==> src/rtl/lab4_net_bus_pkg.sv <==
// rtl/lab4_net_bus_pkg.sv - shared types and index helpers for the bus network control unit
package lab4_net_bus_pkg;

  typedef enum logic {IDLE = 1'b0, LOCKED = 1'b1} bus_state_t;

  // Widest supported terminal count; helpers operate on vectors zero-extended to this width
  localparam int unsigned MAX_PORTS = 16;

  // (idx + 1) mod n, for idx already in 0..n-1
  function automatic int unsigned next_idx(input int unsigned idx, input int unsigned n);
    return (idx + 1 >= n) ? 0 : idx + 1;
  endfunction

  // Index of the set bit of a one-hot vector (0 when no bit is set)
  function automatic int unsigned onehot_to_idx(input logic [MAX_PORTS-1:0] oh);
    int unsigned r;
    r = 0;
    for (int i = 0; i < MAX_PORTS; i++) begin
      if (oh[i]) r = int'(i);
    end
    return r;
  endfunction

endpackage

==> src/rtl/lab4_net_rr_arb_en.sv <==
// rtl/lab4_net_rr_arb_en.sv - round-robin arbiter whose pointer moves only when en is pulsed
module lab4_net_rr_arb_en
  import lab4_net_bus_pkg::*;
#(
  parameter int NPORTS = 4
) (
  input  logic              clk,
  input  logic              reset,
  input  logic [NPORTS-1:0] reqs,
  input  logic              en,
  output logic [NPORTS-1:0] grants
);

  logic [NPORTS-1:0] prio_q;
  int unsigned       pidx;
  int unsigned       idx;
  logic              found;

  // Search requests starting at the priority pointer, wrapping at NPORTS
  always_comb begin
    grants = '0;
    found  = 1'b0;
    idx    = 0;
    pidx   = onehot_to_idx(MAX_PORTS'(prio_q));
    for (int k = 0; k < NPORTS; k++) begin
      idx = pidx + int'(k);
      if (idx >= NPORTS) idx = idx - NPORTS;
      if (!found && reqs[idx]) begin
        grants[idx] = 1'b1;
        found       = 1'b1;
      end
    end
  end

  // Pointer moves to the port just after the current grant when a packet ends or is dropped
  always_ff @(posedge clk) begin
    if (reset) begin
      prio_q <= NPORTS'(1);
    end else if (en && (|grants)) begin
      prio_q <= NPORTS'(1) << next_idx(onehot_to_idx(MAX_PORTS'(grants)), NPORTS);
    end
  end

endmodule

==> src/rtl/lab4_net_bus_net_ctrl_burst.sv <==
// rtl/lab4_net_bus_net_ctrl_burst.sv - shared-bus burst control: arbitration, packet lock, port valid/ready (option LAB4_NET_BUS_CTRL_STATS_EN adds xfer_cnt)
module lab4_net_bus_net_ctrl_burst
  import lab4_net_bus_pkg::*;
#(
  parameter int NPORTS = 4,
  parameter int DW     = $clog2(NPORTS)
) (
  input  logic                 clk,
  input  logic                 reset,
  input  logic [NPORTS-1:0]    inq_val,
  output logic [NPORTS-1:0]    inq_rdy,
  input  logic [NPORTS*DW-1:0] inq_dest,
  input  logic [NPORTS-1:0]    inq_tail,
  output logic [NPORTS-1:0]    out_val,
  input  logic [NPORTS-1:0]    out_rdy,
  output logic [DW-1:0]        sel
`ifdef LAB4_NET_BUS_CTRL_STATS_EN
  ,
  output logic [31:0]          xfer_cnt
`endif
);

  bus_state_t        st, st_n;
  logic [DW-1:0]     owner_q, owner_n;
  logic [DW-1:0]     dest_q, dest_n;
  logic [NPORTS-1:0] reqs;
  logic [NPORTS-1:0] grants;
  int unsigned       owner_i;
  logic              owner_val;
  logic [DW-1:0]     dest;
  logic              legal;
  logic              rdy_dest;
  logic              tail;
  logic              xfer;
  logic              drop;
  logic              arb_en;

  // While locked only the owner may compete, so the arbiter grant is the owner exactly when it is valid
  always_comb begin
    reqs = inq_val;
    if (st == LOCKED) reqs = inq_val & (NPORTS'(1) << owner_q);
  end

  lab4_net_rr_arb_en #(.NPORTS(NPORTS)) u_arb (
    .clk    (clk),
    .reset  (reset),
    .reqs   (reqs),
    .en     (arb_en),
    .grants (grants)
  );

  // Resolve current owner, its destination, legality and the transfer/drop qualifiers
  always_comb begin
    owner_val = |grants;
    owner_i   = (st == LOCKED) ? 32'(owner_q) : onehot_to_idx(MAX_PORTS'(grants));
    dest      = (st == LOCKED) ? dest_q : inq_dest[owner_i*DW +: DW];
    legal     = 32'(dest) < NPORTS;
    rdy_dest  = 1'b0;
    for (int i = 0; i < NPORTS; i++) begin
      if (32'(dest) == i) rdy_dest = out_rdy[i];
    end
    tail   = inq_tail[owner_i];
    xfer   = owner_val && legal && rdy_dest;
    drop   = (st == IDLE) && owner_val && !legal;
    arb_en = (xfer && tail) || drop;
  end

  // Output decode: one output valid toward dest, dequeue strobe to the owner; all quiet in reset
  always_comb begin
    out_val = '0;
    inq_rdy = '0;
    sel     = '0;
    if (!reset) begin
      if (st == LOCKED) sel = owner_q;
      else if (owner_val) sel = DW'(owner_i);
      for (int i = 0; i < NPORTS; i++) begin
        if (owner_val && legal && (32'(dest) == i)) out_val[i] = 1'b1;
        if (owner_val && (owner_i == i)) inq_rdy[i] = legal ? rdy_dest : 1'b1;
      end
    end
  end

  // Next-state: lock on a transferred non-tail head, unlock on a transferred tail
  always_comb begin
    st_n    = st;
    owner_n = owner_q;
    dest_n  = dest_q;
    case (st)
      IDLE: begin
        if (xfer && !tail) begin
          st_n    = LOCKED;
          owner_n = DW'(owner_i);
          dest_n  = dest;
        end
      end
      LOCKED: begin
        if (xfer && tail) st_n = IDLE;
      end
      default: st_n = IDLE;
    endcase
  end

  // State and lock registers
  always_ff @(posedge clk) begin
    if (reset) begin
      st      <= IDLE;
      owner_q <= '0;
      dest_q  <= '0;
    end else begin
      st      <= st_n;
      owner_q <= owner_n;
      dest_q  <= dest_n;
    end
  end

`ifdef LAB4_NET_BUS_CTRL_STATS_EN
  // Count transferred flits; drops are excluded and the count wraps naturally
  always_ff @(posedge clk) begin
    if (reset) xfer_cnt <= '0;
    else if (xfer) xfer_cnt <= xfer_cnt + 32'd1;
  end
`endif

endmodule

==> config.mk <==
export PLATFORM = sky130hd
export DESIGN_NAME = lab4_net_bus_net_ctrl_burst
export DESIGN_NICKNAME = d
export VERILOG_FILES = /design/src/rtl/lab4_net_bus_pkg.sv /design/src/rtl/lab4_net_rr_arb_en.sv /design/src/rtl/lab4_net_bus_net_ctrl_burst.sv
export SDC_FILE = /design/constraint.sdc
export NUM_CORES = 1
export LEC_CHECK = 0
export ABC_CLOCK_PERIOD_IN_PS = 10750
export CELL_PAD_IN_SITES_DETAIL_PLACEMENT = 0
export CELL_PAD_IN_SITES_GLOBAL_PLACEMENT = 1
export CORE_UTILIZATION = 39
export DETAILED_ROUTE_END_ITERATION = 8
export PLACE_DENSITY_LB_ADDON = 0.1
export REMOVE_ABC_BUFFERS = 1
export SYNTH_ARGS = -nofsm -noshare
export SYNTH_HDL_FRONTEND = slang
export SYNTH_SLANG_ARGS = --single-unit
==> constraint.sdc <==
create_clock -name clk -period 10.75 [get_ports clk]
set_clock_uncertainty 0.15 [all_clocks]
set_input_delay 2.15 -clock clk [delete_from_list [all_inputs] [get_ports clk]]
set_output_delay 2.15 -clock clk [all_outputs]
set_load 0.005 [all_outputs]
# --- After elaboration in Yosys (flattened, before gate mapping) ---
# Cells that the tools add are included.
op_classes:
  shift: 3
  muxes: 61
  bitwise: 5
  n_reduce_logical: 27
  n_eq_ne: 6
  add_sub_neg: 8
  magnitude_cmp: 14
op_table:
  columns: ["operator", "n"]
  rows:
  - ["2-to-1 mux 32 bit", 10]
  - [">= comparator 32 x 3 -> 1 bit (second input constant)", 5]
  - ["< comparator 32 x 3 -> 1 bit (second input constant)", 5]
  - [">= comparator 32 x 1 -> 1 bit (second input constant)", 4]
  - ["subtractor 32 x 3 -> 32 bit (second input constant)", 4]
  - ["adder 32 x 1 -> 32 bit (second input constant)", 2]
  - ["adder 32 x 2 -> 32 bit (second input constant)", 2]
  - ["equality test 32 x 2 -> 1 bit (second input constant)", 2]
  - ["indexed part select 8 x 33 -> 2 bit", 1]
  - ["equality test 32 x 1 -> 1 bit (second input constant)", 1]
  - ["logical NOT 32 bit", 1]
  - ["<< shifter 1 x 32 -> 4 bit (first input constant)", 1]
  - ["2-to-1 mux 1 bit", 28]
  - ["2-to-1 mux 4 bit", 7]
  - ["logical AND 1 bit", 19]
  - ["2-to-1 mux 2 bit", 6]
  - ["bitwise OR 4 bit", 3]
  - ["binary-select mux 1 bit (select 2 bit)", 5]
  - ["demux 1 bit (select 2 bit)", 4]
  - ["bitwise AND 4 bit", 1]
  - ["equality test 2 bit (second input constant)", 2]
  - ["logical NOT 1 bit", 4]
  - ["OR reduction 4 bit", 1]
  - ["<< shifter 1 x 2 -> 4 bit (first input constant)", 1]
  - ["other kinds (5)", 5]
word_totals:
  in_bits: 22
  register_bits: 9
  output_inout_bits: 10

# --- Longest topological paths before layout ---
logic_depth:
  depth_word: 37
  ltp_mapped: 12
  mapped_depth_nobuf: 10

# --- Hierarchy ---
# A second synthesis with hierarchy kept.
unflattened:
  hier_cells: 153
  area_unflattened_um2: 1136.1
modules_own_cells:
  columns: ["module", "area_per_inst_um2", "seq_area_each_um2", "instances", "cells_each"]
  rows:
  - ["lab4_net_bus_net_ctrl_burst", 730.7, 100.1, 1, 98]
  - ["lab4_net_rr_arb_en", 405.4, 60.1, 1, 55]

# --- Worst setup path after synthesis ---
# Ideal clock, no wire load.
synth_timing:
  path_kind: "in2out"
  from: "in inq_val[3]"
  to: "out inq_rdy[1]"
  cell_stages: 11
  t_arrival_ns: 4.287
  path_buffers: 1
  setup_slack_ns: 4.163
  path_cell_list: "mux2i_1 -> o211ai_1 -> a221o_1 -> nor3_2 -> or2_1 -> buf_6 -> mux2i_1 -> o221ai_1 -> nand3_2 -> nand3_2 -> nor4_1"
synth_between:
  elab_chain_len: 27
  elab_cells_between_ends: 45
synth_rtl:
  columns: ["element", "line_no", "source"]
  rows:
  - ["start, declared", "lab4_net_bus_net_ctrl_burst.sv:10", "input logic [NPORTS-1:0] inq_val,"]
  - ["bitwise AND 4 bit", "lab4_net_bus_net_ctrl_burst.sv:41", "if (st == LOCKED) reqs = inq_val & (NPORTS'(1) << owner_q);"]
  - ["2-to-1 mux 4 bit *", "lab4_net_bus_net_ctrl_burst.sv:41", null]
  - ["binary-select mux 1 bit (select 2 bit)", "lab4_net_rr_arb_en.sv:28", "if (!found && reqs[idx]) begin"]
  - ["2-to-1 mux 1 bit (implied by the code)", "lab4_net_rr_arb_en.sv:28", null]
  - ["2-to-1 mux 1 bit", "lab4_net_rr_arb_en.sv:28", null]
  - ["logical NOT 1 bit", "lab4_net_rr_arb_en.sv:28", null]
  - ["logical AND 1 bit", "lab4_net_rr_arb_en.sv:28", null]
  - ["2-to-1 mux 1 bit", "lab4_net_rr_arb_en.sv:28", null]
  - ["[7 not listed]", null, null]
  - ["2-to-1 mux 2 bit (2 in a row)", "lab4_net_bus_pkg.sv:19", "if (oh[i]) r = int'(i);"]
  - ["2-to-1 mux 32 bit", "lab4_net_bus_net_ctrl_burst.sv:55", "owner_i = (st == LOCKED) ? 32'(owner_q) : onehot_to_idx(MAX_PORTS'(grants));"]
  - ["indexed part select 8 x 33 -> 2 bit", "lab4_net_bus_net_ctrl_burst.sv:56", "dest = (st == LOCKED) ? dest_q : inq_dest[owner_i*DW +: DW];"]
  - ["2-to-1 mux 2 bit", "lab4_net_bus_net_ctrl_burst.sv:56", null]
  - ["logical NOT 2 bit", "lab4_net_bus_net_ctrl_burst.sv:60", "if (32'(dest) == i) rdy_dest = out_rdy[i];"]
  - ["2-to-1 mux 1 bit (4 in a row)", "lab4_net_bus_net_ctrl_burst.sv:60", null]
  - ["2-to-1 mux 1 bit *", "lab4_net_bus_net_ctrl_burst.sv:78", "if (owner_val && (owner_i == i)) inq_rdy[i] = legal ? rdy_dest : 1'b1;"]
  - ["2-to-1 mux 4 bit *", "lab4_net_bus_net_ctrl_burst.sv:73", "if (!reset) begin"]
  - ["end, declared", "lab4_net_bus_net_ctrl_burst.sv:11", "output logic [NPORTS-1:0] inq_rdy,"]
# Mark *: on every way between the ends. The rest lies on a longest branch, timed or not. The select of a mux whose other input is x is not followed.

# --- Final worst setup path ---
layout_timing:
  from: "in inq_val[2]"
  to: "out inq_rdy[1]"
# Same word-level chain as after synthesis.

==> flow_summary.yaml <==
job:
  max_cap_violations: 0
setup_path:
  cp-start-kind: "primary input"
  crit_chain: "clkdlybuf4s50_1 -> mux2i_1 -> o211ai_1 -> a221o_1 -> nor3_2 -> or2_1 -> mux2i_1 -> o221ai_1 -> nand3_2 -> nand3_2 -> nor4_1 -> clkdlybuf4s50_1"
  reg2reg_to: "owner_q[1]$_SDFFE_PP0P_"
  ff2ff_path_depth: 10
  worstSetupPathType: "primary input to output pin"
  crit_arrival_ns: 5.69
  required_ns: 8.45
  slowest_delay_ns: 0.55
  r2r_slack_ns: 7.14
  cpLargestDelayFamily: "simple AND/OR/NAND/NOR gates"
  crit_cells: 12
  path_max_fanout: 8
  crit_slowest_cell: "clkdlybuf4s50_1"
  worstSetupEndpointType: "output pin"
  critPathBufInv: 2
sta:
  fmax_ghz: 0.125
  finalMaxSlewViolations: 0
  min_period_ns: 7.99
  max_slew_margin_pct: 51.8
  hold_violations: 0
  rsz0062_at_grt: "no"
  fin_tns_setup_ns: 0
  worstMarginPinSlew_ns: 0.722
  min_period_over_period_pct: 74.3
  setup_viol: 0
global_route:
  antenna_found_initial: 0
  grt_pass1_vias: 1259
  grt_pass1_wl_um: 5690
  grtUsageTotal_pct: 21.1
  grt_max_degree: 20
  overflow: 0
floorplanning:
  dieHeight_um: 58.8
  die_w_um: 58.8
  io-pin-count: 32
  die_area_um2: 3460
  core_um2: 3050
  core.rowCount: 20
  initial_core_util_pct: 41.2
worst_hold_path:
  hold_path_depth: 2
  whs_endpoint: "dest_q[0]$_SDFFE_PP0P_"
  min_from: "dest_q[0]$_SDFFE_PP0P_"
  holdCritPathClass: "flip-flop to flip-flop"
cts:
  cts_buffer_depth: 2
  ctsHoldBuffers: 0
  cts_made_buffers: 3
  cts_setup_buffers: 0
  clock_latency_ns: 0.26
  cts_htree_levels: 1
  clk_pin_slew_ns: 0.06
  cts_root_buf: "clkbuf_4"
  cts_resized: 0
  tritoncts: "done"
  clock_sinks: 8
placed_design:
  place.port_buffers: 31
  place.gp.congestion: 0.870
  hpwl_um: 2720
pwr:
  p_leak_uw: 0.000519
  p_total_uw: 475
  p_per_area_nw_per_um2: 301
  irDropWorstVdd_mv: 0.134
drt:
  wl_per_cell_um: 15.5
  viasPerCell: 5.96
  wirelength_um: 3460
  drcViolationCount: 0
  via_count: 1334
  first_iter_violations: 59
  first_pass_iters: 4
  antenna_left: 0
layout:
  final_common_cell: "clkdlybuf4s50_1"
  diodes: 0
  area_growth_syn_to_layout_pct: 25.8
  final_nets: 204
  mostFrequentLayoutCells: "31 x clkdlybuf4s50_1, 8 x dfxtp_1"
  drive_above_1_share_pct: 14.4
logic_synthesis:
  synth-edff-count: 0
  syn_avg_cell_area_um2: 8.11
  synthDistinctLibCells: 55
  ys_seq_area_share_pct: 12.7
  synthArstFlopShare_pct: 0
  syn_area_um2: 1260
  synthFlopType: "dfxtp_1"
  ys_seq_elements: 8
  yosysWarnings: 0
  synth_cells: 155
status:
  run_status: "complete, no violations"
==> per-stage QoR <==
step	setup WS [ns]	hold WS, ns	area, µm²	util, %	instances
global route	2.47	0.492	1580	51.8	224
floorplan	4.16	0.394	1190	-	146
detailed placement	2.78	0.441	1560	51.1	221
finish	2.76	0.457	1580	51.8	224
CTS	2.76	0.459	1580	51.8	224
global placement	2.90	0.436	1560	51.1	221
==> worst reg2reg max path, stage by stage (launching register included) <==
cell and delay [ns]:
dfxtp_1 0.78, o21ai_2 0.17, and2_4 0.21, a221o_1 0.42, o41a_1 0.48, nand4_1 0.22
o21ai_2 0.14, a211o_1 0.29, a21oi_2 0.24, and3_4 0.27, mux2i_1 0.17
==> cell usage after synthesis, drive strengths merged (2+ instances only) <==
| cell | n | area (µm²) |
|---|---|---|
| and3 | 3 | 33.8 |
| o221ai | 2 | 17.5 |
| nor2b | 2 | 12.5 |
| nand4bb | 3 | 33.8 |
| nand2b | 7 | 43.8 |
| mux2i | 6 | 60.1 |
| nor3 | 4 | 25.0 |
| and2 | 3 | 21.3 |
| nor2 | 7 | 26.3 |
| a31oi | 6 | 37.5 |
| nand4b | 2 | 17.5 |
| o21a | 5 | 37.5 |
| or2 | 2 | 12.5 |
| nand3b | 2 | 15.0 |
| nor4 | 3 | 18.8 |
| dfxtp | 8 | 160 |
| a21o | 3 | 22.5 |
| inv | 7 | 26.3 |
| a211oi | 9 | 87.6 |
| and4b | 2 | 20.0 |
| a21oi | 6 | 33.8 |
| buf | 8 | 60.1 |
| nand2 | 7 | 26.3 |
| a21bo | 2 | 20.0 |
| o211a | 2 | 27.5 |
| o211ai | 7 | 52.6 |
| nand4 | 5 | 31.3 |
| nand3 | 8 | 55.1 |
| nor3b | 3 | 22.5 |
| o21ai | 8 | 47.5 |
==> layout make-up <==
| cell class | instances | area [µm²] |
|---|---|---|
| Fill cell | 314 | 1470 |
| Tap cell | 44 | 55.1 |
| Sequential cell | 8 | 160 |
| Clock buffer | 3 | 22.5 |
| Multi-Input combinational cell | 131 | 1010 |
| Timing Repair Buffer | 31 | 310 |
| Inverter | 7 | 26.3 |
==> cells by family (layout without fill, tap and decap cells) <==
logic type | after synthesis | in the layout | share of synthesized area [%]
buffers and inverters | 16 | 41 | 7.16
multiplexers | 6 | 6 | 4.78
flip-flops | 8 | 8 | 12.7
AND/OR/NAND/NOR | 64 | 64 | 34.2
AO/OA/AOI/OAI | 61 | 61 | 41.1
==> routing by layer <==
| layer | up-vias | routed length [µm] | track usage, % |
|---|---|---|---|
| li1 | 669 | - | - |
| met2 | 43 | 1720 | 37.0 |
| met1 | 618 | 1570 | 27.2 |
| met4 | 0 | 26 | 6.12 |
| met5 | - | 0 | 0 |
| met3 | 4 | 149 | 1.98 |
==> worst max path at each step <==
| stage | start | end | slack (ns) |
|---|---|---|---|
| after floorplan | inq_val[3] | inq_rdy[1] | 4.16 |
| after global placement | inq_val[3] | inq_rdy[0] | 2.90 |
| after detailed placement | inq_val[2] | inq_rdy[2] | 2.78 |
| after CTS | inq_val[2] | inq_rdy[2] | 2.76 |
| after global routing | inq_val[2] | inq_rdy[1] | 2.47 |
| final | inq_val[2] | inq_rdy[1] | 2.76 |
==> power by group <==
group	internal (µW)	switching, µW	total [µW]
clock network	12.8	10.8	23.6
registers	41.9	32.5	74.3
logic	174	204	378
total	229	247	475
Power figures use the tool's default switching activity.
